`src/rtl/ula_pkg.sv`:
```
// Shared opcode encoding and datapath width for the 8-bit structural ALU.
package ula_pkg;

   localparam int unsigned ULA_W = 8;

   typedef enum logic [2:0] {
      OP_ADD = 3'b000,
      OP_SUB = 3'b001,
      OP_AND = 3'b010,
      OP_OR  = 3'b011,
      OP_NOT = 3'b100
   } ula_op_e;

endpackage

```
`src/rtl/ula_8bit_structure_full_add_sub_1bit.sv`:
```
// One-bit cell of the ripple chain: full adder when sub=0, full subtractor when sub=1.
module full_add_sub_1bit (
   input  logic a,
   input  logic b,
   input  logic cin,
   input  logic sub,
   output logic s,
   output logic cout
);

   logic a_eff;

   // Inverting a turns the adder majority into the borrow term (~a&b)|(~a&cin)|(b&cin).
   assign a_eff = a ^ sub;
   assign s     = a ^ b ^ cin;
   assign cout  = (a_eff & b) | (a_eff & cin) | (b & cin);

endmodule

```
`src/rtl/ula_8bit_structure.sv`:
```
// 8-bit ALU: ripple add/sub chain, per-bit logic gates, opcode mux, one output register.
module ula_8bit_structure
   import ula_pkg::*;
(
   input  logic             clk,
   input  logic             rst,
   input  logic             cin,
   input  logic [ULA_W-1:0] a,
   input  logic [ULA_W-1:0] b,
   input  logic [2:0]       x,
   output logic [ULA_W-1:0] s,
   output logic             cout
);

   logic [ULA_W:0]   chain_c;
   logic [ULA_W-1:0] arith_r;
   logic [ULA_W-1:0] and_r;
   logic [ULA_W-1:0] or_r;
   logic [ULA_W-1:0] not_r;
   logic             sub_sel;
   logic [ULA_W-1:0] s_d;
   logic [ULA_W-1:0] s_q;
   logic             cout_d;
   logic             cout_q;

   assign sub_sel    = (x == OP_SUB);
   assign chain_c[0] = cin;

   for (genvar i = 0; i < ULA_W; i++) begin : g_bit
      full_add_sub_1bit u_cell (
         .a    (a[i]),
         .b    (b[i]),
         .cin  (chain_c[i]),
         .sub  (sub_sel),
         .s    (arith_r[i]),
         .cout (chain_c[i+1])
      );
      assign and_r[i] = a[i] & b[i];
      assign or_r[i]  = a[i] | b[i];
      assign not_r[i] = ~a[i];
   end

   always_comb begin
      s_d    = '0;
      cout_d = 1'b0;
      case (x)
         OP_ADD,
         OP_SUB: begin
            s_d    = arith_r;
            cout_d = chain_c[ULA_W];
         end
         OP_AND:  s_d = and_r;
         OP_OR:   s_d = or_r;
         OP_NOT:  s_d = not_r;
         default: s_d = '0;
      endcase
   end

   always_ff @(posedge clk or posedge rst) begin
      if (rst) begin
         s_q    <= '0;
         cout_q <= 1'b0;
      end else begin
         s_q    <= s_d;
         cout_q <= cout_d;
      end
   end

   assign s    = s_q;
   assign cout = cout_q;

endmodule

```
`config.mk`:
```
export PLATFORM = sky130hd
export DESIGN_NAME = ula_8bit_structure
export DESIGN_NICKNAME = d
export VERILOG_FILES = /design/src/rtl/ula_pkg.sv /design/src/rtl/ula_8bit_structure_full_add_sub_1bit.sv /design/src/rtl/ula_8bit_structure.sv
export SDC_FILE = /design/constraint.sdc
export NUM_CORES = 1
export LEC_CHECK = 0
export ABC_CLOCK_PERIOD_IN_PS = 1200
export CORE_MARGIN = 5
export CORE_UTILIZATION = 30
export CTS_CLUSTER_DIAMETER = 30
export CTS_CLUSTER_SIZE = 40
export DETAILED_ROUTE_END_ITERATION = 10
export PLACE_DENSITY_LB_ADDON = 0.2
export RECOVER_POWER = 100
export SYNTH_ARGS = -nofsm -noshare
export SYNTH_HDL_FRONTEND = slang
export SYNTH_SLANG_ARGS = --single-unit
```
`constraint.sdc`:
```
create_clock -name clk -period 1.2 [get_ports clk]
set_clock_uncertainty 0.1 [all_clocks]
set_input_delay 0.24 -clock clk [delete_from_list [all_inputs] [get_ports clk]]
set_output_delay 0.24 -clock clk [all_outputs]
set_load 0.05 [all_outputs]
```
* Yosys cells after proc, flatten, opt, wreduce, memory -nomap -nowiden
Index checks and enable logic that the tools add are counted.
W data, S select, Z words.
** Storage, ports and cells
- Register bits :: 9
- Bits of input ports :: 22
- Output and inout bits :: 9
- Word-level logic and storage cells :: 98
** Operators by class
- Equality and inequality tests :: 4
- Mux-type cells :: 2
- Bitwise operators :: 88
- Reductions and logical operators :: 2
** Operator list (count)
- $and A1 B1 Y1 :: 32
- $pmux W8 S4 :: 1
- $or A1 B1 Y1 :: 24
- $xor A1 B1 Y1 :: 24
- $not A1 Y1 :: 8
- $eq A3 B2 Y1 const B :: 2
- $eq A3 B1 Y1 const B :: 1
- $eq A3 B3 Y1 const B :: 1
- $logic_not A3 Y1 :: 1
- $reduce_or A2 Y1 :: 1
- $mux W1 :: 1

* Longest topological paths before layout
Gate-level depths: netlist of run 1.
- Depth after elaboration :: 27
- Depth in mapped cells :: 9
- Mapped depth without buffers :: 8

* Hierarchy
A second synthesis of run 1 with hierarchy kept.
** Unflattened totals
- Cells, all modules :: 76
- Area total of the unflattened synthesis :: 799.5 µm²
** By module, submodules not included
- ula_8bit_structure :: instances 1, cells each 44, area each 499.2 µm², seq. area each 225.2 µm²
- full_add_sub_1bit :: instances 8, cells each 4, area each 37.5 µm², seq. area each 0.0 µm²

* Worst setup path after synthesis of run 1
OpenSTA, ideal clock, no wires.
- Kind :: input port to flip-flop
- Start :: input x[1]
- End :: register s_q[5], in the netlist s[5]
- Library setup time :: 0.132 ns
- Arrival time :: 1.975 ns
- Required time :: 0.968 ns
- Path slack :: -1.006 ns
- Stages :: 8
- Buffers on the path :: 2
- Cells stage by stage :: buf_6 nor3b_2 buf_6 mux2i_4 o22ai_2 nor4_2 nor3_1 or3b_1
** On the way
- Longest elaborated chain between the ends :: 19
- Elaborated cells on any way between the ends :: 37
- Classes of those cells :: eq/ne: 4; mux: 1; bitwise: 30; reduce/logical: 2
** Ends and longest elaborated chain
- from (decl) :: RTL line ula_8bit_structure.sv:10 : input logic [2:0] x,
- $eq A3 B1 Y1 :: RTL line ula_8bit_structure.sv:26, ula_8bit_structure.sv:46
- $xor A1 B1 Y1 :: RTL line ula_8bit_structure_full_add_sub_1bit.sv:14 : assign a_eff = a ^ sub;
- $and A1 B1 Y1 :: RTL line ula_8bit_structure_full_add_sub_1bit.sv:16 : assign cout = (a_eff & b) | (a_eff & cin) | (b & cin);
- $or A1 B1 Y1 (2 in a row) :: RTL line ula_8bit_structure_full_add_sub_1bit.sv:16
- $and A1 B1 Y1 :: RTL line ula_8bit_structure_full_add_sub_1bit.sv:16
- $or A1 B1 Y1 (2 in a row) :: RTL line ula_8bit_structure_full_add_sub_1bit.sv:16
- $and A1 B1 Y1 :: RTL line ula_8bit_structure_full_add_sub_1bit.sv:16
- $or A1 B1 Y1 (2 in a row) :: RTL line ula_8bit_structure_full_add_sub_1bit.sv:16
- $and A1 B1 Y1 :: RTL line ula_8bit_structure_full_add_sub_1bit.sv:16
- $or A1 B1 Y1 (2 in a row) :: RTL line ula_8bit_structure_full_add_sub_1bit.sv:16
- $and A1 B1 Y1 :: RTL line ula_8bit_structure_full_add_sub_1bit.sv:16
- $or A1 B1 Y1 (2 in a row) :: RTL line ula_8bit_structure_full_add_sub_1bit.sv:16
- $xor A1 B1 Y1 :: RTL line ula_8bit_structure_full_add_sub_1bit.sv:15 : assign s = a ^ b ^ cin;
- $pmux W8 S4 * :: RTL line ula_8bit_structure.sv:46 : case (x)
- named net s_d[5] :: RTL line ula_8bit_structure.sv:21 : logic [ULA_W-1:0] s_d;
- to (signal assigned) :: RTL line ula_8bit_structure.sv:61 : s_q <= '0;
- to (signal assigned) :: RTL line ula_8bit_structure.sv:64 : s_q <= s_d;
- to (decl) :: RTL line ula_8bit_structure.sv:22 : logic [ULA_W-1:0] s_q;
The timed path passes the listed nets; every way through them passes the cells marked *.

* Worst setup path after layout of run 1
Same ends and word-level chain as after synthesis.

==> results of run 1 <==
## power groups by stage
stage	combinational, mW	sequential [mW]	clock [mW]
CTS	1.09	0.375	0.351
global placement	1.02	0.377	0
floorplan	0.398	0.492	0
global route	1.12	0.354	0.363
finish	1.03	0.351	0.341
detailed placement	1.03	0.379	0
## critical path, delay by kind of cell
kind	cells	cell delay (ps)
buffers and inverters	3	380
muxes	1	340
AOI/OAI and AO/OA	1	130
and+or+nand+nor	4	980
## logic make-up (layout without fill, tap and decap cells)
kind of cell             count (synthesis)  count (layout)  share of synthesized area (%)
AO/OA/AOI/OAI                           60              60                           27.9
XOR/XNOR                                13              13                           8.03
adder cells (fa/ha/maj)                 17              17                           14.8
buffers and inverters                   28             113                           8.56
flip-flops                               9               9                           15.9
multiplexers                             3               3                           3.00
AND/OR/NAND/NOR                         56              56                           21.8
## cell usage after synthesis (all sizes together) (2+ instances only)
| library cell | count | area [sq um] |
|---|---|---|
| ha | 16 | 200 |
| a211oi | 3 | 27.5 |
| nand2 | 12 | 45.0 |
| nor2 | 17 | 63.8 |
| nor3 | 4 | 20.0 |
| or3b | 2 | 20.0 |
| o221ai | 2 | 17.5 |
| nor4 | 3 | 31.3 |
| a211o | 2 | 17.5 |
| xnor2 | 10 | 87.6 |
| xor2 | 3 | 26.3 |
| a21o | 2 | 15.0 |
| or3 | 2 | 12.5 |
| o21ai | 12 | 63.8 |
| dfrtp | 9 | 225 |
| a31oi | 3 | 18.8 |
| o22ai | 11 | 75.1 |
| o21bai | 2 | 15.0 |
| inv | 18 | 67.6 |
| clkbuf | 6 | 22.5 |
| o211ai | 5 | 37.5 |
| nand3 | 4 | 20.0 |
| a21oi | 14 | 73.8 |
| buf | 4 | 31.3 |
| and2 | 2 | 12.5 |
| mux2i | 3 | 42.5 |
## repair_timing
action,4_1_cts,5_1_grt
resized for setup,57,16
pin swaps,23,12
setup buffers,5,2
endpoints found under the setup margin,9,9
## flip-flops by register name, indices dropped and copies added (netlist names)
signal  flops
s           8
cout        1
## worst min path at each step
stage	from	slack, ps	endpoint
6_report	x[2]	270	s[0]
5_1_grt	x[2]	280	s[0]
4_1_cts	rst	180	s[0]
3_5_place_dp	rst	420	s[0]
3_3_place_gp	rst	420	s[0]
2_1_floorplan	rst	-30	cout
## area by class of cell
| cell class | instances | share of cell area [%] |
|---|---|---|
| timing repair buffer | 91 | 31.5 |
| multi-input combinational | 149 | 51.6 |
| sequential | 9 | 9.41 |
| clock buffer | 4 | 1.88 |
| inverter | 18 | 2.82 |
| tap | 54 | 2.82 |
## per-stage QoR
step	instance area, sq um	hold slack (ps)	cells
floorplan	1440	-32.1	186
global placement	2260	418	316
detailed placement	2260	416	316
CTS	2430	177	324
global route	2390	276	325
finish	2390	268	325
## layer usage
metal  global-route usage (%)  vias up
met4                     5.59        0
met2                     24.4       37
met3                     1.36        8
li1                         -      836
met5                        0        -
met1                     17.3      761
==> flow_summary.json, run 1 <==
{
  "p_switching_mw": 0.669,
  "grt.overflow.total": 0,
  "synth-main-ff-cell": "dfrtp_1",
  "wl_met1_um": 1960,
  "syn2layout_area_growth_pct": 68.8,
  "peakVddDrop_uv": 308,
  "critPathCaptureType": "flip-flop",
  "ctsHtreeMaxLevel": 1,
  "port_buffers": 30,
  "critical_path.startpoint": "x[1]",
  "start_util_pct": 30.4,
  "antenna_found_initial": 0,
  "die_y_um": 78.7,
  "grt_pass1_wl_um": 6980,
  "dp_slack_ps": -1500,
  "cts_root_buffer": "clkbuf_8",
  "power_frac_comb_pct": 59.9,
  "tightestPinTransition_ps": 501,
  "cts.path.max_buffers": 2,
  "clockPowerShare_pct": 19.7,
  "swShare_pct": 38.8,
  "hold_depth": 3,
  "endpoint": "s[5]",
  "arrival_ps": 2070,
  "p_per_area_nw_per_um2": 721,
  "wl_um": 4310,
  "hold_buffers": 0,
  "finalCriticalPeriod_ps": 2070,
  "dp_hpwl_um": 3450,
  "cell_internal_pwr_mw": 1.06,
  "syn_area_sq_um": 1420,
  "seqPwrFrac_pct": 20.3,
  "cts.sinks": 9,
  "fin_nets": 310,
  "crit_chain": "buf_8, nor3b_4, buf_6, mux2i_4, o22ai_4, buf_6, nor4_4, nor3_2, or3b_1",
  "p_total_mw": 1.73,
  "via_per_inst": 5.05,
  "dr.max_layer_used": "met4",
  "hold_violations": 0,
  "synthCells": 186,
  "finalCritPeriodShare_pct": 172,
  "first_pass_iters": 4,
  "cts_buffers": 3,
  "grt_use_total_pct": 13.9,
  "final_common_cell": "buf_4",
  "setup_tns_ps": -5970,
  "wl_met2_um": 2050,
  "max_freq_mhz": 484,
  "grt_max_degree": 19,
  "finalWorstSetupSlack_ps": -866,
  "n_fill_cell": 449,
  "critPathMaxStageDelay_ps": 360,
  "wl_met3_um": 180,
  "drc": 0,
  "final_cell_mix": "56 x buf_4, 16 x inv_1, 15 x nor2_1, 15 x ha_1, 12 x nand2_1",
  "grt_pass1_vias": 1519,
  "diodes": 0,
  "row_count": 25,
  "ys_seq_area_share_pct": 15.9,
  "max-cap-violations": 0,
  "multiInputGateArea_sq_um": 1230,
  "die_x_um": 78.7,
  "slowest_stage": "nor4_4",
  "hold_class": "input port to flip-flop",
  "cp_common_cell": "buf_6",
  "cts.clk_slew.worst_paths_ps": 40,
  "utilization_pct": 51.4,
  "postSynth.asyncResetShare_pct": 100,
  "die_area_sq_um": 6200,
  "start_kind": "input port",
  "num_vias": 1642,
  "seq_area_sq_um": 225,
  "status": "finished with violations",
  "first_iter_violations": 96,
  "drive_gt1_share_pct": 40.6,
  "violations": "negative setup slack",
  "p_leak_nw": 1.14,
  "synth_edf_count": 0,
  "yosys_warnings": 0,
  "cts_tree": "yes",
  "routedWlPerCell_um": 13.3,
  "core_sq_um": 4660,
  "drv_slew": 0,
  "gp_congestion": 0.892,
  "synth-seq-cells": 9,
  "path_class": "input port to flip-flop",
  "cp.required_ps": 1200,
  "path_max_fanout": 5,
  "synth_cell_type_count": 51,
  "grt_setup_unrepaired": "yes",
  "avgSynthCellArea_sq_um": 7.62,
  "ioPinCount": 31,
  "setup-violations-final": 9,
  "slew_headroom_pct": 66.4,
  "synthesis.nets": 224,
  "drtAntennaViolNets": 0
}
No activity file was read; power rests on OpenSTA's default activity.
==> run 2, diff against run 1 <==
--- a/config.mk
+++ b/config.mk
@@ -6,10 +6,7 @@
 export NUM_CORES = 1
 export LEC_CHECK = 0
 export ABC_CLOCK_PERIOD_IN_PS = 1200
-export CORE_MARGIN = 5
 export CORE_UTILIZATION = 30
-export CTS_CLUSTER_DIAMETER = 30
-export CTS_CLUSTER_SIZE = 40
 export DETAILED_ROUTE_END_ITERATION = 10
 export PLACE_DENSITY_LB_ADDON = 0.2
 export RECOVER_POWER = 100
==> run 2 against run 1 <==
  * The run ends with design-rule violations, negative setup slack left
  * Worst setup slack worse by 47 ps
  * Total power up 2.0%
  * Critical endpoint is now cout
  * Sequential share of layout area down 0.18 points
  * Highest routed layer unchanged
  * Cell area up 1.9%
  * Critical path type unchanged
  * First-iteration DRC count down 6.3%
  * Core utilization up 3.5 points
==> flow_summary.json, run 2 (synthesized netlist as in run 1, its figures left out) <==
{
  "p_leak_nw": 1.17,
  "path_class": "input port to flip-flop",
  "hold_depth": 3,
  "grt_use_total_pct": 17.4,
  "drive_gt1_share_pct": 42.5,
  "setup-violations-final": 9,
  "final_cell_mix": "65 x buf_4, 16 x inv_1, 15 x nor2_1, 15 x ha_1, 12 x nand2_1",
  "wl_um": 4440,
  "peakVddDrop_uv": 338,
  "grt_pass1_wl_um": 7030,
  "largest_reg_flops": 8,
  "arrival_ps": 2170,
  "cts_buffers": 3,
  "cts.clk_slew.worst_paths_ps": 40,
  "grt_util_met2_pct": 30.8,
  "grt_use_met1_pct": 23.7,
  "status": "finished with violations",
  "diodes": 0,
  "die_y_um": 70.7,
  "tightestPinTransition_ps": 341,
  "path_max_fanout": 4,
  "cp.required_ps": 1260,
  "top_usage_layer": "met2",
  "finalCriticalPeriod_ps": 2110,
  "num_vias": 1670,
  "grt.overflow.total": 0,
  "grt_max_degree": 13,
  "cts_tree": "yes",
  "cts_root_buffer": "clkbuf_8",
  "core_sq_um": 4440,
  "row_count": 24,
  "dp_hpwl_um": 3410,
  "port_buffers": 30,
  "p_total_mw": 1.76,
  "hold_buffers": 0,
  "start_util_pct": 31.9,
  "drc": 12,
  "final_common_cell": "buf_4",
  "finalWorstSetupSlack_ps": -913,
  "start_kind": "input port",
  "drv_slew": 0,
  "n_fill_cell": 426,
  "use_met3_pct": 1.28,
  "cts.path.max_buffers": 2,
  "cts.sinks": 9,
  "first_iter_violations": 90,
  "finalCritPeriodShare_pct": 176,
  "routedWlPerCell_um": 13.4,
  "max_freq_mhz": 473,
  "critPathCaptureType": "flip-flop",
  "gp_congestion": 0.826,
  "fin_nets": 319,
  "first_pass_iters": 7,
  "grt_pass1_vias": 1557,
  "grt_setup_unrepaired": "yes",
  "max-cap-violations": 0,
  "slew_headroom_pct": 77.1,
  "hold_class": "input port to flip-flop",
  "syn2layout_area_growth_pct": 72.1,
  "p_per_area_nw_per_um2": 721,
  "antenna_found_initial": 0,
  "die_x_um": 70.7,
  "via_per_inst": 5.03,
  "ctsHtreeMaxLevel": 1,
  "drtAntennaViolNets": 0,
  "final_area_sq_um": 2440,
  "hold_violations": 0,
  "die_area_sq_um": 5000,
  "placed_area_sq_um": 2290,
  "ioPinCount": 31,
  "hp-start": "x[2]",
  "violations": "design-rule violations, negative setup slack",
  "critical_path.startpoint": "x[2]",
  "hold-path-endpoint": "s[0]"
}
## run 2: changes by cell type in the layout (fill, tap and decap cells not counted), sizes merged
| cell | previous run | this run |
|---|---|---|
| dlygate4sd2 | 6 | 4 |
| buf | 66 | 76 |
| clkdlybuf4s50 | 8 | 9 |
## run 2: final cells by class
| class | instances | area, sq um | share of cell area (%) |
|---|---|---|---|
| multi-input combinational | 149 | 1210 | 49.6 |
| tap | 52 | 65.1 | 2.67 |
| inverter | 18 | 67.6 | 2.77 |
| timing repair buffer | 100 | 826 | 33.8 |
| clock buffer | 4 | 45.0 | 1.85 |
| sequential | 9 | 225 | 9.23 |
## run 2: how the worst max path moves through the flow
stage                       to
final                     cout
after global routing      cout
after CTS                 cout
after detailed placement  cout
after global placement    cout
after floorplan           cout
## run 2: timing repair
action,4_1_cts,5_1_grt
setup endpoints to repair,9,9
gates resized for setup,49,24
pin swaps,14,18
setup buffers,2,9
## run 2: per-layer routing
layer / routed length [um] / up-vias
met5: 0 / -
met4: 19 / 0
met3: 153 / 2
met2: 2170 / 30
met1: 2100 / 777
li1: - / 861
## run 2: report_power, final
group          internal (mW)  switching (mW)
logic                  0.506           0.561
registers              0.342         0.00940
clock network          0.231           0.110
total                   1.08           0.681
## run 2: critical path, stage by stage
cell,delay (ps)
buf_8,110
nor3b_4,220
buf_6,150
mux2i_4,310
buf_6,150
a211oi_4,50
or4_4,510
a211o_1,330
a21oi_2,110
## run 2: through the flow
step	utilization [%]	TNS (ps)	std cells	hold WS (ps)	worst slack [ps]
final	54.9	-6100	332	249	-913
after global routing	54.9	-6680	332	249	-968
after CTS	54.7	-5890	324	147	-878
after detailed placement	51.4	-11580	318	414	-1490
after global placement	51.4	-11340	318	425	-1440
after floorplan	-	-6140	186	-32.1	-982
